**src/rtl/uart_rx.sv**
```systemverilog
// uart_rx: 8N1 UART receiver with a 2-flop input synchroniser and mid-bit sampling.
// Define UART_RX_FRAME_ERR_EN to add o_RX_Err and suppress delivery on a bad stop bit.
module uart_rx #(
  parameter int CLKS_PER_BIT = 217
) (
  input  logic       clk,
  input  logic       rst,
  input  logic       i_RX_Serial,
  output logic       o_RX_DV,
`ifdef UART_RX_FRAME_ERR_EN
  output logic       o_RX_Err,
`endif
  output logic [7:0] o_RX_Byte
);

  localparam int CNT_W = (CLKS_PER_BIT > 1) ? $clog2(CLKS_PER_BIT) : 1;
  localparam logic [CNT_W-1:0] HALF = CNT_W'((CLKS_PER_BIT - 1) / 2);
  localparam logic [CNT_W-1:0] LAST = CNT_W'(CLKS_PER_BIT - 1);

  typedef enum logic [2:0] {
    S_IDLE    = 3'd0,
    S_START   = 3'd1,
    S_DATA    = 3'd2,
    S_STOP    = 3'd3,
    S_CLEANUP = 3'd4
  } state_t;

  state_t           r_state;
  state_t           w_next_state;
  logic             r_rx_meta;
  logic             r_rx_s;
  logic [CNT_W-1:0] r_clk_cnt;
  logic [CNT_W-1:0] w_clk_cnt_nxt;
  logic [2:0]       r_bit_idx;
  logic [2:0]       w_bit_idx_nxt;
  logic [7:0]       r_shift;
  logic [7:0]       w_shift_nxt;
  logic             r_dv;
  logic [7:0]       r_byte;
  logic             w_dv_set;
  logic             w_err_set;
  logic             w_cnt_half;
  logic             w_cnt_last;

  // Both flops reset high so a reset never looks like a start edge.
  always_ff @(posedge clk or posedge rst) begin
    if (rst) begin
      r_rx_meta <= 1'b1;
      r_rx_s    <= 1'b1;
    end else begin
      r_rx_meta <= i_RX_Serial;
      r_rx_s    <= r_rx_meta;
    end
  end

  assign w_cnt_half = (r_clk_cnt == HALF);
  assign w_cnt_last = (r_clk_cnt == LAST);

  always_ff @(posedge clk or posedge rst) begin
    if (rst) begin
      r_state <= S_IDLE;
    end else begin
      r_state <= w_next_state;
    end
  end

  always_comb begin
    w_next_state = r_state;
    case (r_state)
      S_IDLE: begin
        if (!r_rx_s) w_next_state = S_START;
      end
      S_START: begin
        if (w_cnt_half) w_next_state = r_rx_s ? S_IDLE : S_DATA;
      end
      S_DATA: begin
        if (w_cnt_last && (r_bit_idx == 3'd7)) w_next_state = S_STOP;
      end
      S_STOP: begin
        if (w_cnt_last) w_next_state = S_CLEANUP;
      end
      S_CLEANUP: begin
`ifdef UART_RX_FRAME_ERR_EN
        // After a framing error the line may still be low; wait for it to idle.
        if (r_rx_s) w_next_state = S_IDLE;
`else
        w_next_state = S_IDLE;
`endif
      end
      default: w_next_state = S_IDLE;
    endcase
  end

  always_comb begin
    w_clk_cnt_nxt = '0;
    w_bit_idx_nxt = r_bit_idx;
    w_shift_nxt   = r_shift;
    w_dv_set      = 1'b0;
    w_err_set     = 1'b0;
    case (r_state)
      S_IDLE: begin
        w_bit_idx_nxt = '0;
      end
      S_START: begin
        if (!w_cnt_half) w_clk_cnt_nxt = r_clk_cnt + 1'b1;
      end
      S_DATA: begin
        if (w_cnt_last) begin
          w_shift_nxt[r_bit_idx] = r_rx_s;
          w_bit_idx_nxt          = r_bit_idx + 1'b1;
        end else begin
          w_clk_cnt_nxt = r_clk_cnt + 1'b1;
        end
      end
      S_STOP: begin
        if (w_cnt_last) begin
`ifdef UART_RX_FRAME_ERR_EN
          w_dv_set  = r_rx_s;
          w_err_set = !r_rx_s;
`else
          w_dv_set  = 1'b1;
`endif
        end else begin
          w_clk_cnt_nxt = r_clk_cnt + 1'b1;
        end
      end
      default: begin
        w_bit_idx_nxt = '0;
      end
    endcase
  end

  always_ff @(posedge clk or posedge rst) begin
    if (rst) begin
      r_clk_cnt <= '0;
      r_bit_idx <= '0;
      r_shift   <= '0;
      r_dv      <= 1'b0;
      r_byte    <= '0;
    end else begin
      r_clk_cnt <= w_clk_cnt_nxt;
      r_bit_idx <= w_bit_idx_nxt;
      r_shift   <= w_shift_nxt;
      r_dv      <= w_dv_set;
      if (w_dv_set) r_byte <= r_shift;
    end
  end

`ifdef UART_RX_FRAME_ERR_EN
  logic r_err;

  always_ff @(posedge clk or posedge rst) begin
    if (rst) begin
      r_err <= 1'b0;
    end else begin
      r_err <= w_err_set;
    end
  end

  assign o_RX_Err = r_err;
`else
  logic w_err_unused;
  assign w_err_unused = w_err_set;
`endif

  assign o_RX_DV   = r_dv;
  assign o_RX_Byte = r_byte;

endmodule

```
**config.mk**
```make
export PLATFORM = sky130hd
export DESIGN_NAME = uart_rx
export DESIGN_NICKNAME = d
export VERILOG_FILES = /design/src/rtl/uart_rx.sv
export SDC_FILE = /design/constraint.sdc
export NUM_CORES = 1
export LEC_CHECK = 0
export ABC_AREA = 1
export BUFFER_PORTS_ARGS = -buffer_cell sky130_fd_sc_hd__buf_2
export CAP_MARGIN = 20
export CELL_PAD_IN_SITES_DETAIL_PLACEMENT = 1
export CELL_PAD_IN_SITES_GLOBAL_PLACEMENT = 1
export CORE_MARGIN = 3
export CORE_UTILIZATION = 28
export CTS_CLUSTER_DIAMETER = 80
export DETAILED_ROUTE_END_ITERATION = 7
export PLACE_DENSITY = 0.57
export SETUP_SLACK_MARGIN = 0.1
export SYNTH_ARGS = -nofsm -noshare
export SYNTH_HDL_FRONTEND = slang
export SYNTH_SLANG_ARGS = --single-unit
```
**constraint.sdc**
```tcl
create_clock -name clk -period 1.8 [get_ports clk]
set_input_delay 0.27 -clock clk [delete_from_list [all_inputs] [get_ports clk]]
set_output_delay 0.27 -clock clk [all_outputs]
set_load 0.01 [all_outputs]
```
==> flow_metrics.py, run 1 <==
metrics = {
    "run": {
        "maxCapViolCount": 0,
    },
    "detailed_routing": {
        "drt_wl_total_um": 3370,
        "drt_iter0_drc": 63,
        "ant_nets": 0,
        "drc": 0,
        "top_layer": "met4",
        "wl_met2_um": 1440,
        "firstDrtPassIters": 3,
        "wire_per_inst_um": 11.6,
        "met1_length_um": 1740,
        "viasPerCell": 4.29,
        "wl_met3_um": 109,
        "vias": 1247,
    },
    "finish": {
        "area_growth_syn_to_layout_pct": 15.2,
        "layout_common_cells": "nand2_1, dfrtp_1, nor2_1, inv_1",
        "diodes": 0,
        "final_nets": 225,
        "final_area_mm2": 0.00186,
        "fin_cells": 291,
        "layout-drive-gt1-share_pct": 16.0,
        "layout_commonest_cell": "nand2_1",
    },
    "cts": {
        "cts_tree": "yes",
        "ctsResizeCount": 0,
        "cts_hold_buf": 0,
        "cts_root_buffer": "clkbuf_8",
        "cts_setup_buffers": 0,
        "cts_num_sinks": 33,
        "path_clk_slew_ns": 0.07,
        "numCtsBuffers": 5,
        "htreeDepth": 2,
        "worstSkewPairLatency_ns": 0.29,
        "cts_buffer_depth": 2,
    },
    "timing": {
        "relSlewSlack_pct": 71.0,
        "slew_violations": 0,
        "fmax_ghz": 0.657,
        "worst_pin_slew_ns": 0.434,
        "fin_worst_skew_ns": 0.00658,
        "finalSetupViolations": 0,
        "fin_hold_ws_ns": 0.0650,
        "setup_tns_ns": 0,
        "min_period_ns": 1.52,
        "rsz0062_at_grt": "no",
        "timing.final.crit_share_pct": 84.6,
        "finalHoldViolCount": 0,
    },
    "setup_path": {
        "crit_required_ns": 1.97,
        "path_cells": "inv_1 > ha_1 > nand2_2 > nor2_4 > nand2_4 > nand2_1 > nand2_1 > inv_2 > nor2_1",
        "startpoint_type": "register",
        "path_common_cell": "nand2_1",
        "cp_slowest_cell": "dfrtp_1",
        "critPathKind": "reg2reg",
        "critPathMaxFanout": 8,
        "end_kind": "register",
        "crit_arrival_ns": 1.70,
        "slowest_delay_ns": 0.39,
    },
    "global_routing": {
        "gr-total-overflow": 0,
        "grt_max_degree": 34,
        "grt_pass1_wl_um": 6200,
        "antenna_found_initial": 0,
        "track_usage_pct": 12.4,
        "grt_pass1_vias": 1278,
    },
    "synthesis": {
        "yosysWarnings": 0,
        "ys_ff_latch": 33,
        "synth_area_leader_cell": "dfrtp_1",
        "avgSynthCellArea_um2": 8.04,
        "synth_area_leaders": "dfrtp_1, nand2_1, nor2_1, inv_1, nand3_1",
        "ys_seq_area_share_pct": 51.2,
        "ys_types": 24,
        "syn_inst": 201,
        "synthesis.nets": 208,
        "synth_area_mm2": 0.00162,
        "synth_top_cell_area_share_pct": 48.0,
    },
    "status": {
        "status": "finished clean",
    },
    "placement": {
        "port_buffers": 11,
        "place_inst": 283,
        "gp_congestion": 0.728,
        "placed_cell_area_mm2": 0.00175,
        "place.detailed.hpwl_um": 2390,
    },
    "floorplanning": {
        "die_y_um": 82.0,
        "core_mm2": 0.00554,
        "io_pins": 12,
        "initial_core_util_pct": 29.2,
        "die_x_um": 82.0,
        "dieArea_mm2": 0.00672,
        "rows": 27,
    },
    "power": {
        "ir_drop_v": 0.000351,
        "power_density_mw_per_mm2": 804,
        "power_mw": 1.50,
        "leakagePower_nw": 1.06,
    },
    "min_path": {
        "hold_path_class": "in2async",
    },
}
## where the power goes
part / switching [mW] / leakage [nW] / total (mW) / internal [mW]
combinational: 0.0160 / 0.559 / 0.0199 / 0.00392
sequential: 0.00452 / 0.439 / 0.750 / 0.746
clock: 0.277 / 0.0585 / 0.728 / 0.451
total: 0.297 / 1.06 / 1.50 / 1.20
## per-stage QoR
step | utilization (%) | setup WS, ns
6_report | 33.6 | 0.277
5_1_grt | 33.6 | 0.108
4_1_cts | 33.6 | 0.241
3_5_place_dp | 31.5 | 0.277
3_3_place_gp | 31.5 | 0.286
2_1_floorplan | - | 0.451
## final timing paths
path | depth (start not counted) | start | slack (ns) | to
max | 9 | r_clk_cnt[0] | 0.28 | r_clk_cnt[7]
min | 3 | rst | 0.07 | o_RX_Byte[3]
max reg2reg | 9 | r_clk_cnt[0] | 0.28 | r_clk_cnt[7]
min reg2reg | 0 | r_rx_meta | 0.36 | r_rx_s
max in group asynchronous | 3 | rst | 1.40 | r_rx_s
min in group clk | 1 | i_RX_Serial | 0.08 | r_rx_meta
## cell usage after synthesis
master	count
buf_4	1
dfrtp_1	31
inv_1	19
nor3_1	1
inv_2	3
dfstp_2	2
nand2_2	4
xnor2_1	1
nand2_1	84
nand3_1	11
o21bai_1	1
nor2_4	2
inv_4	1
nor2_1	23
nor2_2	1
o21ai_0	2
xor2_1	2
nor2_8	1
a21oi_1	1
ha_1	4
nand4_1	2
buf_8	1
o211ai_1	1
nand2_4	2
## registers in the layout, indices dropped and copies added, names as in the netlist
signal / flops
o_RX_Byte: 8
o_RX_DV: 1
r_clk_cnt: 8
r_shift: 8
r_bit_idx: 3
r_rx_meta: 1
r_rx_s: 1
r_state: 3
## area by class of cell
class,count,area (um^2)
inverters,23,88.8
flip-flops and latches,33,828
clock buffers,7,86.3
clock inverters,1,30.0
repair buffers,12,62.6
fillers,704,3680
multi-input cells,143,677
well taps,72,90.1
## kinds of logic (layout without fill, tap and decap cells)
family / after synthesis / after routing / share of synthesized area, %
AO/OA/AOI/OAI: 5 / 5 / 1.86
XOR/XNOR: 3 / 3 / 1.63
adder cells (fa/ha/maj): 4 / 4 / 3.10
buffers and inverters: 25 / 43 / 6.89
flip-flops: 33 / 33 / 51.2
AND/OR/NAND/NOR: 131 / 131 / 35.3
## per-layer routing
metal / vias up / GRT usage (%)
met5: - / 0
met4: 0 / 6.48
met3: 7 / 3.62
met2: 14 / 17.7
met1: 587 / 16.9
li1: 639 / -
## critical path, delay by kind of cell, from the launching register on
kind          cells  cell delay (ns)
fa+ha+maj         1             0.18
simple gates      6             0.59
flops             1             0.39
buf+inv           2             0.24
No activity file was read; power rests on OpenSTA's default activity.
==> run 2, diff against run 1 <==
Settings changed: PLACE_DENSITY 0.57 to 0.59.
Clock period 1.8 ns to 1.4 ns, I/O delays scaled along.
==> run 2 against run 1 <==
Largest power group unchanged. Global-route usage shrank 0.069 points. Maximum frequency grew 10%. Utilization grew 3.0 points.
==> flow_metrics.py, run 2 (same netlist as run 1, synthesis figures left out) <==
metrics = {
    "cts": {
        "cts_root_buffer": "clkbuf_8",
        "numCtsBuffers": 5,
        "path_clk_slew_ns": 0.07,
        "worstSkewPairLatency_ns": 0.29,
        "htreeDepth": 2,
        "cts_buffer_depth": 2,
        "cts_num_sinks": 33,
        "cts_tree": "yes",
    },
    "setup_path": {
        "startpoint_type": "register",
        "critPathMaxFanout": 11,
        "critPathKind": "reg2reg",
        "cp_slowest_cell": "dfrtp_1",
        "path_cells": "inv_2 > ha_4 > nand2_4 > nor2_4 > nand2_8 > inv_4 > nand2_8 > inv_8 > nand2_1 > nand2_1",
        "crit_arrival_ns": 1.61,
        "crit_required_ns": 1.63,
        "end_kind": "register",
        "crit_family": "simple AND/OR/NAND/NOR gates",
        "slowest_delay_ns": 0.39,
        "path_buf_inv": 3,
    },
    "timing": {
        "setup_tns_ns": 0,
        "min_period_ns": 1.38,
        "rsz0062_at_grt": "yes",
        "finalSetupViolations": 0,
        "finalHoldViolCount": 0,
        "slew_violations": 0,
        "worst_slack_ns": 0.0188,
        "worst_pin_slew_ns": 0.286,
        "fmax_ghz": 0.724,
        "fin_hold_ws_ns": 0.0213,
        "relSlewSlack_pct": 80.9,
        "fin_worst_skew_ns": 0.00892,
        "timing.final.crit_share_pct": 98.7,
    },
    "detailed_routing": {
        "ant_nets": 0,
        "wire_per_inst_um": 11.8,
        "viasPerCell": 4.29,
        "firstDrtPassIters": 4,
        "drc": 0,
        "drt_wl_total_um": 3600,
        "drt_iter0_drc": 54,
        "vias": 1304,
    },
    "placement": {
        "placed_cell_area_mm2": 0.00181,
        "gp_congestion": 0.743,
        "place_inst": 289,
        "place.detailed.hpwl_um": 2460,
        "port_buffers": 11,
        "dp_slack_ns": -0.0841,
    },
    "finish": {
        "seq_area_um2": 828,
        "area_growth_syn_to_layout_pct": 25.4,
        "fillCellCount": 702,
        "multiInputGateArea_um2": 779,
        "layout-drive-gt1-share_pct": 26.3,
        "fin_cells": 304,
        "diodes": 0,
        "layout_common_cells": "nand2_1, dfrtp_1, nor2_1, inv_1",
        "final_area_mm2": 0.00203,
        "fin_util_pct": 36.6,
        "final_nets": 238,
        "layout_commonest_cell": "nand2_1",
    },
    "global_routing": {
        "grt_max_degree": 15,
        "gr-total-overflow": 0,
        "track_usage_pct": 12.4,
        "grt_pass1_wl_um": 6290,
        "antenna_found_initial": 0,
        "grt_pass1_vias": 1335,
    },
    "min_path": {
        "hold_path_class": "in2reg",
    },
    "status": {
        "status": "finished clean",
    },
    "power": {
        "ir_drop_v": 0.000405,
        "power_density_mw_per_mm2": 838,
        "leakagePower_nw": 1.07,
        "power_mw": 1.70,
    },
    "floorplanning": {
        "io_pins": 12,
        "die_x_um": 82.0,
        "core_mm2": 0.00554,
        "initial_core_util_pct": 29.2,
        "die_y_um": 82.0,
        "rows": 27,
        "dieArea_mm2": 0.00672,
    },
    "run": {
        "maxCapViolCount": 0,
    },
}
==> run 2: cell types whose count changed in the layout (fill, tap and decap cells not counted), moves of 5 or more <==
cell	before	now
buf_4	1	8
nand2_1	84	79
nor2_1	23	18
nor2_2	1	7
==> run 2: final timing paths <==
check / slack, ns / to / start / depth (start not counted)
worst max-delay path: 0.02 / o_RX_Byte[3] / r_clk_cnt[0] / 10
worst min-delay path: 0.02 / r_rx_meta / i_RX_Serial / 1
worst max register to register: 0.02 / o_RX_Byte[3] / r_clk_cnt[0] / 10
worst min register to register: 0.36 / r_rx_s / r_rx_meta / 0
max in group asynchronous: 0.55 / r_clk_cnt[2] / rst / 4
min in group asynchronous: 0.37 / r_bit_idx[2] / rst / 3
==> run 2: area by class of cell <==
class,instances,area share (%)
timing repair inverter,1,0.309
sequential,33,40.9
inverter,23,5.12
multi-input combinational,146,38.5
clock inverter,2,0.494
timing repair buffer,21,6.73
clock buffer,6,3.58
tap,72,4.44
==> run 2: routing by layer <==
metal	track usage [%]	wire, um
met2	18.9	1590
met5	0	0
met3	3.62	111
met4	4.49	46
met1	16.5	1850
==> run 2: what timing repair did <==
item / CTS / global route
pin swaps: 5 / 3
endpoints found under the setup margin: 29 / 31
gates resized for setup: 19 / 4
hold buffers: 1 / 0
cloned: 2 / 2
endpoints found under the hold margin: 3 / 0
buffers inserted: 2 / 0
==> run 2: power breakdown <==
part	switching [mW]	internal, mW
registers	0.00550	0.959
clock network	0.360	0.344
logic	0.0213	0.00866
total	0.387	1.31
